===== src/rtl/hit_miss_logic.sv =====
// Tag-compare stage of the 4-way set-associative cache: valid-qualified tag match, registered hit/way/multi-hit.
// Optional hit/miss statistics counters are compiled in when HIT_MISS_STATS_EN is defined.
module hit_miss_logic #(
  parameter int TAG_W = 36,
  parameter int WAYS  = 4
) (
  input  logic             clk,
  input  logic             rst_n,
  input  logic             in_valid,
  input  logic [TAG_W-1:0] tag_addr,
  input  logic [TAG_W-1:0] tag_way0,
  input  logic [TAG_W-1:0] tag_way1,
  input  logic [TAG_W-1:0] tag_way2,
  input  logic [TAG_W-1:0] tag_way3,
  input  logic [3:0]       vbit,
`ifdef HIT_MISS_STATS_EN
  input  logic             stats_clr,
  output logic [31:0]      hit_cnt,
  output logic [31:0]      miss_cnt,
`endif
  output logic             out_valid,
  output logic             hit,
  output logic [1:0]       hit_way,
  output logic             multi_hit
);

  logic [TAG_W-1:0] w_way_tag [WAYS];
  logic [WAYS-1:0]  w_match;
  logic             w_hit;
  logic [1:0]       w_hit_way;
  logic [2:0]       w_match_cnt;
  logic             w_multi_hit;

  logic             r_out_valid;
  logic             r_hit;
  logic [1:0]       r_hit_way;
  logic             r_multi_hit;

  assign w_way_tag[0] = tag_way0;
  assign w_way_tag[1] = tag_way1;
  assign w_way_tag[2] = tag_way2;
  assign w_way_tag[3] = tag_way3;

  // An invalid way never matches, whatever its stored tag holds.
  genvar gi;
  generate
    for (gi = 0; gi < WAYS; gi++) begin : g_match
      assign w_match[gi] = vbit[gi] & (w_way_tag[gi] == tag_addr);
    end
  endgenerate

  assign w_hit = |w_match;

  // Scan from the highest way downward so the lowest matching index wins.
  always_comb begin
    w_hit_way = 2'd0;
    for (int i = WAYS - 1; i >= 0; i--) begin
      if (w_match[i]) begin
        w_hit_way = 2'(i);
      end
    end
  end

  always_comb begin
    w_match_cnt = 3'd0;
    for (int i = 0; i < WAYS; i++) begin
      w_match_cnt = w_match_cnt + {2'd0, w_match[i]};
    end
  end

  assign w_multi_hit = (w_match_cnt >= 3'd2);

  always_ff @(posedge clk or negedge rst_n) begin
    if (!rst_n) begin
      r_out_valid <= 1'b0;
      r_hit       <= 1'b0;
      r_hit_way   <= 2'd0;
      r_multi_hit <= 1'b0;
    end else begin
      r_out_valid <= in_valid;
      if (in_valid) begin
        r_hit       <= w_hit;
        r_hit_way   <= w_hit_way;
        r_multi_hit <= w_multi_hit;
      end else begin
        r_hit       <= 1'b0;
        r_hit_way   <= 2'd0;
        r_multi_hit <= 1'b0;
      end
    end
  end

  assign out_valid = r_out_valid;
  assign hit       = r_hit;
  assign hit_way   = r_hit_way;
  assign multi_hit = r_multi_hit;

`ifdef HIT_MISS_STATS_EN
  logic [31:0] r_hit_cnt;
  logic [31:0] r_miss_cnt;

  // Counters stick at all-ones rather than wrapping; clear beats counting.
  always_ff @(posedge clk or negedge rst_n) begin
    if (!rst_n) begin
      r_hit_cnt  <= 32'd0;
      r_miss_cnt <= 32'd0;
    end else if (stats_clr) begin
      r_hit_cnt  <= 32'd0;
      r_miss_cnt <= 32'd0;
    end else if (in_valid) begin
      if (w_hit) begin
        if (r_hit_cnt != 32'hFFFF_FFFF) begin
          r_hit_cnt <= r_hit_cnt + 32'd1;
        end
      end else begin
        if (r_miss_cnt != 32'hFFFF_FFFF) begin
          r_miss_cnt <= r_miss_cnt + 32'd1;
        end
      end
    end
  end

  assign hit_cnt  = r_hit_cnt;
  assign miss_cnt = r_miss_cnt;
`endif

endmodule


===== config.mk =====
export PLATFORM = sky130hd
export DESIGN_NAME = hit_miss_logic
export DESIGN_NICKNAME = d
export VERILOG_FILES = /design/src/rtl/hit_miss_logic.sv
export SDC_FILE = /design/constraint.sdc
export NUM_CORES = 1
export LEC_CHECK = 0
export ABC_AREA = 1
export BUFFER_PORTS_ARGS = -buffer_cell sky130_fd_sc_hd__buf_2
export CAP_MARGIN = 0
export CORE_AREA = 2 2 102 104
export CTS_BUF_LIST = sky130_fd_sc_hd__clkbuf_16
export DETAILED_ROUTE_END_ITERATION = 8
export DIE_AREA = 0 0 104 106
export PLACE_DENSITY_LB_ADDON = 0.1
export SKIP_LAST_GASP = 1
export SLEW_MARGIN = 5
export SYNTH_ARGS = -nofsm -noshare
export SYNTH_HDL_FRONTEND = slang
export SYNTH_SLANG_ARGS = --single-unit
export TNS_END_PERCENT = 10

===== constraint.sdc =====
create_clock -name clk -period 0.8 [get_ports clk]
set_clock_uncertainty 0.05 [all_clocks]
set_input_delay 0.08 -clock clk [delete_from_list [all_inputs] [get_ports clk]]
set_output_delay 0.08 -clock clk [all_outputs]
set_load 0.02 [all_outputs]

==> out/qor.csv <==
stage;metric;value;unit
yosys;synth.yosys.warnings;0;
clock_tree;numClockSinks;5;
clock_tree;tritoncts.num_buffers;3;
sta;highest_clock_frequency_the_design_can_meet;0.583;GHz
worst_setup_path;critPathMaxFanout;4;
global_route;track_usage;33.1;%
die;design.die.area;11000;µm²
clock_tree;cts_tree;done;
yosys;post_synth_instance_area;3490;µm²
power_and_ir_drop;cellLeakagePower;0.00365;µW
sta;final_critical_path_setup_slack;-0.916;ns
routing;drt_first_iter_violations;399;
clock_tree;cts.reportedPaths.clkPinSlew;0.03;ns
clock_tree;cts_max_level;1;
sta;unrepaired_setup_endpoints_after_global_routing;yes;
sta;layout_min_cycle_time;1.72;ns
placement;placedCellCount;1215;
clock_tree;max-clock-path-buffers;2;
power_and_ir_drop;power.ir.vdd_worst;0.965;mV
placement;dpl.hpwl;16.7;mm
finish;finish.cell_count_without_fillers;1224;
sta;min_period_over_period;215;%
sta;slew_viol_final;0;
yosys;synthDominantAreaCellType;sky130_fd_sc_hd__nand2_1;
routing;route.detailed.vias_per_inst;4.64;
placement;gpl.final_weighted_congestion;1.03;
yosys;synth_top_cells_by_area;sky130_fd_sc_hd__nand2_1 (37%), sky130_fd_sc_hd__inv_1 (13%), sky130_fd_sc_hd__nor2_1 (10%);
yosys;postSynthNetCount;954;
global_route;grt_max_degree;8;
global_route;first_pass_grt_wire_length;27.8;mm
min_path;worstHoldStart;in_valid;
power_and_ir_drop;finalPower;4130;µW
yosys;post_synth_num_cell_types;35;
global_route;grt_pass1_vias;5438;
die;design.core.area;10000;µm²
status;violated_checks;negative setup slack;
worst_setup_path;type_of_element_launching_the_critical_path;input pin;
yosys;ys_seq_area_share;3.58;%
worst_setup_path;worst-setup-path-type;input pin to flip-flop;
yosys;postSynthCellCount;765;
die;die_h;106;µm
finish;layout-drive-gt1-share;37.6;%
clock_tree;cts_root_buffer;sky130_fd_sc_hd__clkbuf_16;
routing;drtAntennaViolNets;0;
die;number_of_placement_rows;37;
routing;dr_total_vias;5682;
sta;hold_violations;0;
yosys;netlist.area_leader.share;36.8;%
sta;tightestPinTransition;0.331;ns
routing;routed_wl;18.6;mm
global_route;antenna_found_initial;0;
routing;detailedRoute.firstPassIterationCount;6;
finish;nNetsFinal;1278;
die;design.portCount;192;
flow_run;maxCapViolations;0;
sta;relSlewSlack;77.8;%
min_path;min_delay_worst_endpoint;multi_hit$_DFF_PN0_;
global_route;grt_overflow_total;0;
finish;flow.area_growth_from_synthesis;70.4;%
die;start_util;34.9;%
finish;fillCellCount;1109;
routing;drcViolationCount;0;
worst_setup_path;cp-end-kind;flip-flop;
min_path;worst_hold_path_type;input pin to flip-flop;
power_and_ir_drop;power_per_cell_area;694;nW/µm²
finish;insertedDiodeCount;0;
routing;routed_wire_length_per_instance;15.2;µm
yosys;ys_seq_elements;5;
worst_setup_path;worst_ep_arrival_time;1.82;ns
placement;port_buffers;191;
min_path;timing.hold.worst_path_depth;3;
yosys;syn-mean-instance-area;4.56;µm²
worst_setup_path;required_time_of_the_critical_path;0.90;ns
status;run_status;finished with violations;
die;floorplan.die.width;104;µm
sta;setup_viol;9;
flip-flops by register name (all words and copies together) (netlist names):
register	count
hit	1
hit_way	2
multi_hit	1
out_valid	1
area by class of cell:
type / instances / area (µm²) / share of cell area (%)
inverters: 153 / 594 / 9.99
multi-input cells: 600 / 2910 / 48.8
flip-flops and latches: 5 / 125 / 2.10
repair buffers: 326 / 2080 / 34.9
clock buffers: 3 / 75.1 / 1.26
clock inverters: 1 / 3.75 / 0.0631
well taps: 136 / 170 / 2.86
how the worst max path moves through the flow:
stage | from | to | slack, ns | depth (start not counted)
detailed placement | tag_addr[18] | multi_hit$_DFF_PN0_ | -1.30 | 12
CTS | tag_addr[18] | multi_hit$_DFF_PN0_ | -0.87 | 12
floorplan | tag_addr[6] | multi_hit$_DFF_PN0_ | -0.86 | 14
finish | tag_addr[20] | multi_hit$_DFF_PN0_ | -0.92 | 13
global placement | tag_addr[7] | multi_hit$_DFF_PN0_ | -1.25 | 14
global route | tag_addr[1] | multi_hit$_DFF_PN0_ | -1.02 | 14
power by group:
part / internal, µW / switching, µW / total [µW]
Combinational: 1430 / 1640 / 3070
Clock: 646 / 156 / 802
Sequential: 257 / 0.405 / 258
Total: 2330 / 1790 / 4130
layout by cell type (no fill, tap or decap), types with 2 or more instances in the layout:
master,Yosys,routed
sky130_fd_sc_hd__nand2_1,342,331
sky130_fd_sc_hd__buf_2,4,172
sky130_fd_sc_hd__buf_4,3,140
sky130_fd_sc_hd__inv_1,119,116
sky130_fd_sc_hd__nor2_1,94,85
sky130_fd_sc_hd__nand4_1,30,30
sky130_fd_sc_hd__inv_2,31,28
sky130_fd_sc_hd__xnor2_1,30,25
sky130_fd_sc_hd__nand3_1,23,20
sky130_fd_sc_hd__o21ai_0,20,19
sky130_fd_sc_hd__nand2_2,3,12
sky130_fd_sc_hd__nor2_2,2,11
sky130_fd_sc_hd__xnor2_2,2,7
sky130_fd_sc_hd__inv_4,0,6
sky130_fd_sc_hd__o21ai_1,5,6
sky130_fd_sc_hd__and2_1,5,5
sky130_fd_sc_hd__a21oi_1,6,5
sky130_fd_sc_hd__dfrtp_1,5,5
sky130_fd_sc_hd__buf_6,0,5
sky130_fd_sc_hd__or2_2,4,4
sky130_fd_sc_hd__xor2_1,5,4
sky130_fd_sc_hd__o2111ai_1,4,4
sky130_fd_sc_hd__or2_0,3,3
sky130_fd_sc_hd__nand3_2,0,3
sky130_fd_sc_hd__clkinv_1,3,3
sky130_fd_sc_hd__nand2_4,1,3
sky130_fd_sc_hd__nand3b_1,3,3
sky130_fd_sc_hd__nor3_1,4,3
sky130_fd_sc_hd__clkbuf_16,0,3
sky130_fd_sc_hd__buf_8,0,3
sky130_fd_sc_hd__clkbuf_4,0,3
sky130_fd_sc_hd__o22ai_1,2,2
sky130_fd_sc_hd__o211ai_1,2,2
sky130_fd_sc_hd__nor3b_2,0,2
sky130_fd_sc_hd__dlygate4sd3_1,0,2
cell usage after synthesis (all sizes together):
cell     number
nor2         97
and2          5
nor3b         2
xnor2        32
o2111ai       4
o22ai         2
nand2       346
nand4        30
a21oi         6
clkinv        3
a21boi        1
nor3          4
o21ai        25
o211ai        2
nand3        23
inv         150
or2           7
ha            1
o221ai        1
dfrtp         5
buf           7
nor4          2
nand3b        3
fa            1
xor2          5
nor2b         1
cells by family (layout without fill, tap and decap cells):
| family | after synthesis | after routing | share of synthesized area (%) |
|---|---|---|---|
| buffers and inverters | 160 | 483 | 17.7 |
| AOI/OAI and AO/OA | 41 | 41 | 6.70 |
| DFF | 5 | 5 | 3.58 |
| xor gates and xnor gates | 37 | 37 | 9.71 |
| adders and majority gates | 2 | 2 | 0.932 |
| and+or+nand+nor | 520 | 520 | 61.4 |
worst max-delay path: stages:
cell                      delay, ns
sky130_fd_sc_hd__buf_2         0.11
sky130_fd_sc_hd__buf_4         0.13
sky130_fd_sc_hd__o21ai_1       0.10
sky130_fd_sc_hd__nor2_1        0.13
sky130_fd_sc_hd__nand2_1       0.07
sky130_fd_sc_hd__nor2_2        0.17
sky130_fd_sc_hd__nand3_2       0.10
sky130_fd_sc_hd__nor2_4        0.12
sky130_fd_sc_hd__inv_2         0.05
sky130_fd_sc_hd__fa_1          0.47
sky130_fd_sc_hd__inv_1         0.08
sky130_fd_sc_hd__nand4_1       0.07
sky130_fd_sc_hd__a21oi_1       0.13
stage by stage:
| step | hold slack [ns] | setup WS [ns] | TNS, ns | area, µm² | utilization [%] |
|---|---|---|---|---|---|
| finish | 0.0572 | -0.916 | -3.13 | 5950 | 59.5 |
| global route | 0.0539 | -1.02 | -3.68 | 5950 | 59.5 |
| CTS | 0.0563 | -0.868 | -2.94 | 5920 | 59.2 |
| detailed placement | -0.156 | -1.30 | -3.80 | 5580 | 55.8 |
| global placement | -0.155 | -1.25 | -3.80 | 5580 | 55.8 |
| floorplan | -0.266 | -0.859 | -1.91 | 3530 | - |
metal layers:
layer / GRT usage (%) / part of all wire (%) / up-vias
met5: 0 / 0 / -
met4: 11.4 / 3.5 / 0
met3: 3.49 / 8.5 / 36
met2: 57.4 / 45 / 287
met1: 42.8 / 43 / 2411
li1: - / - / 2948
what timing repair did:
| item | CTS | global route |
|---|---|---|
| resized for setup | 62 | 10 |
| pin swaps | 26 | 11 |
| setup endpoints to repair | 9 | 9 |
| setup buffers | 2 | 1 |
| hold buffers | 2 | 0 |
| endpoints found under the hold margin | 6 | 0 |
(Power assumes the default switching activity.)
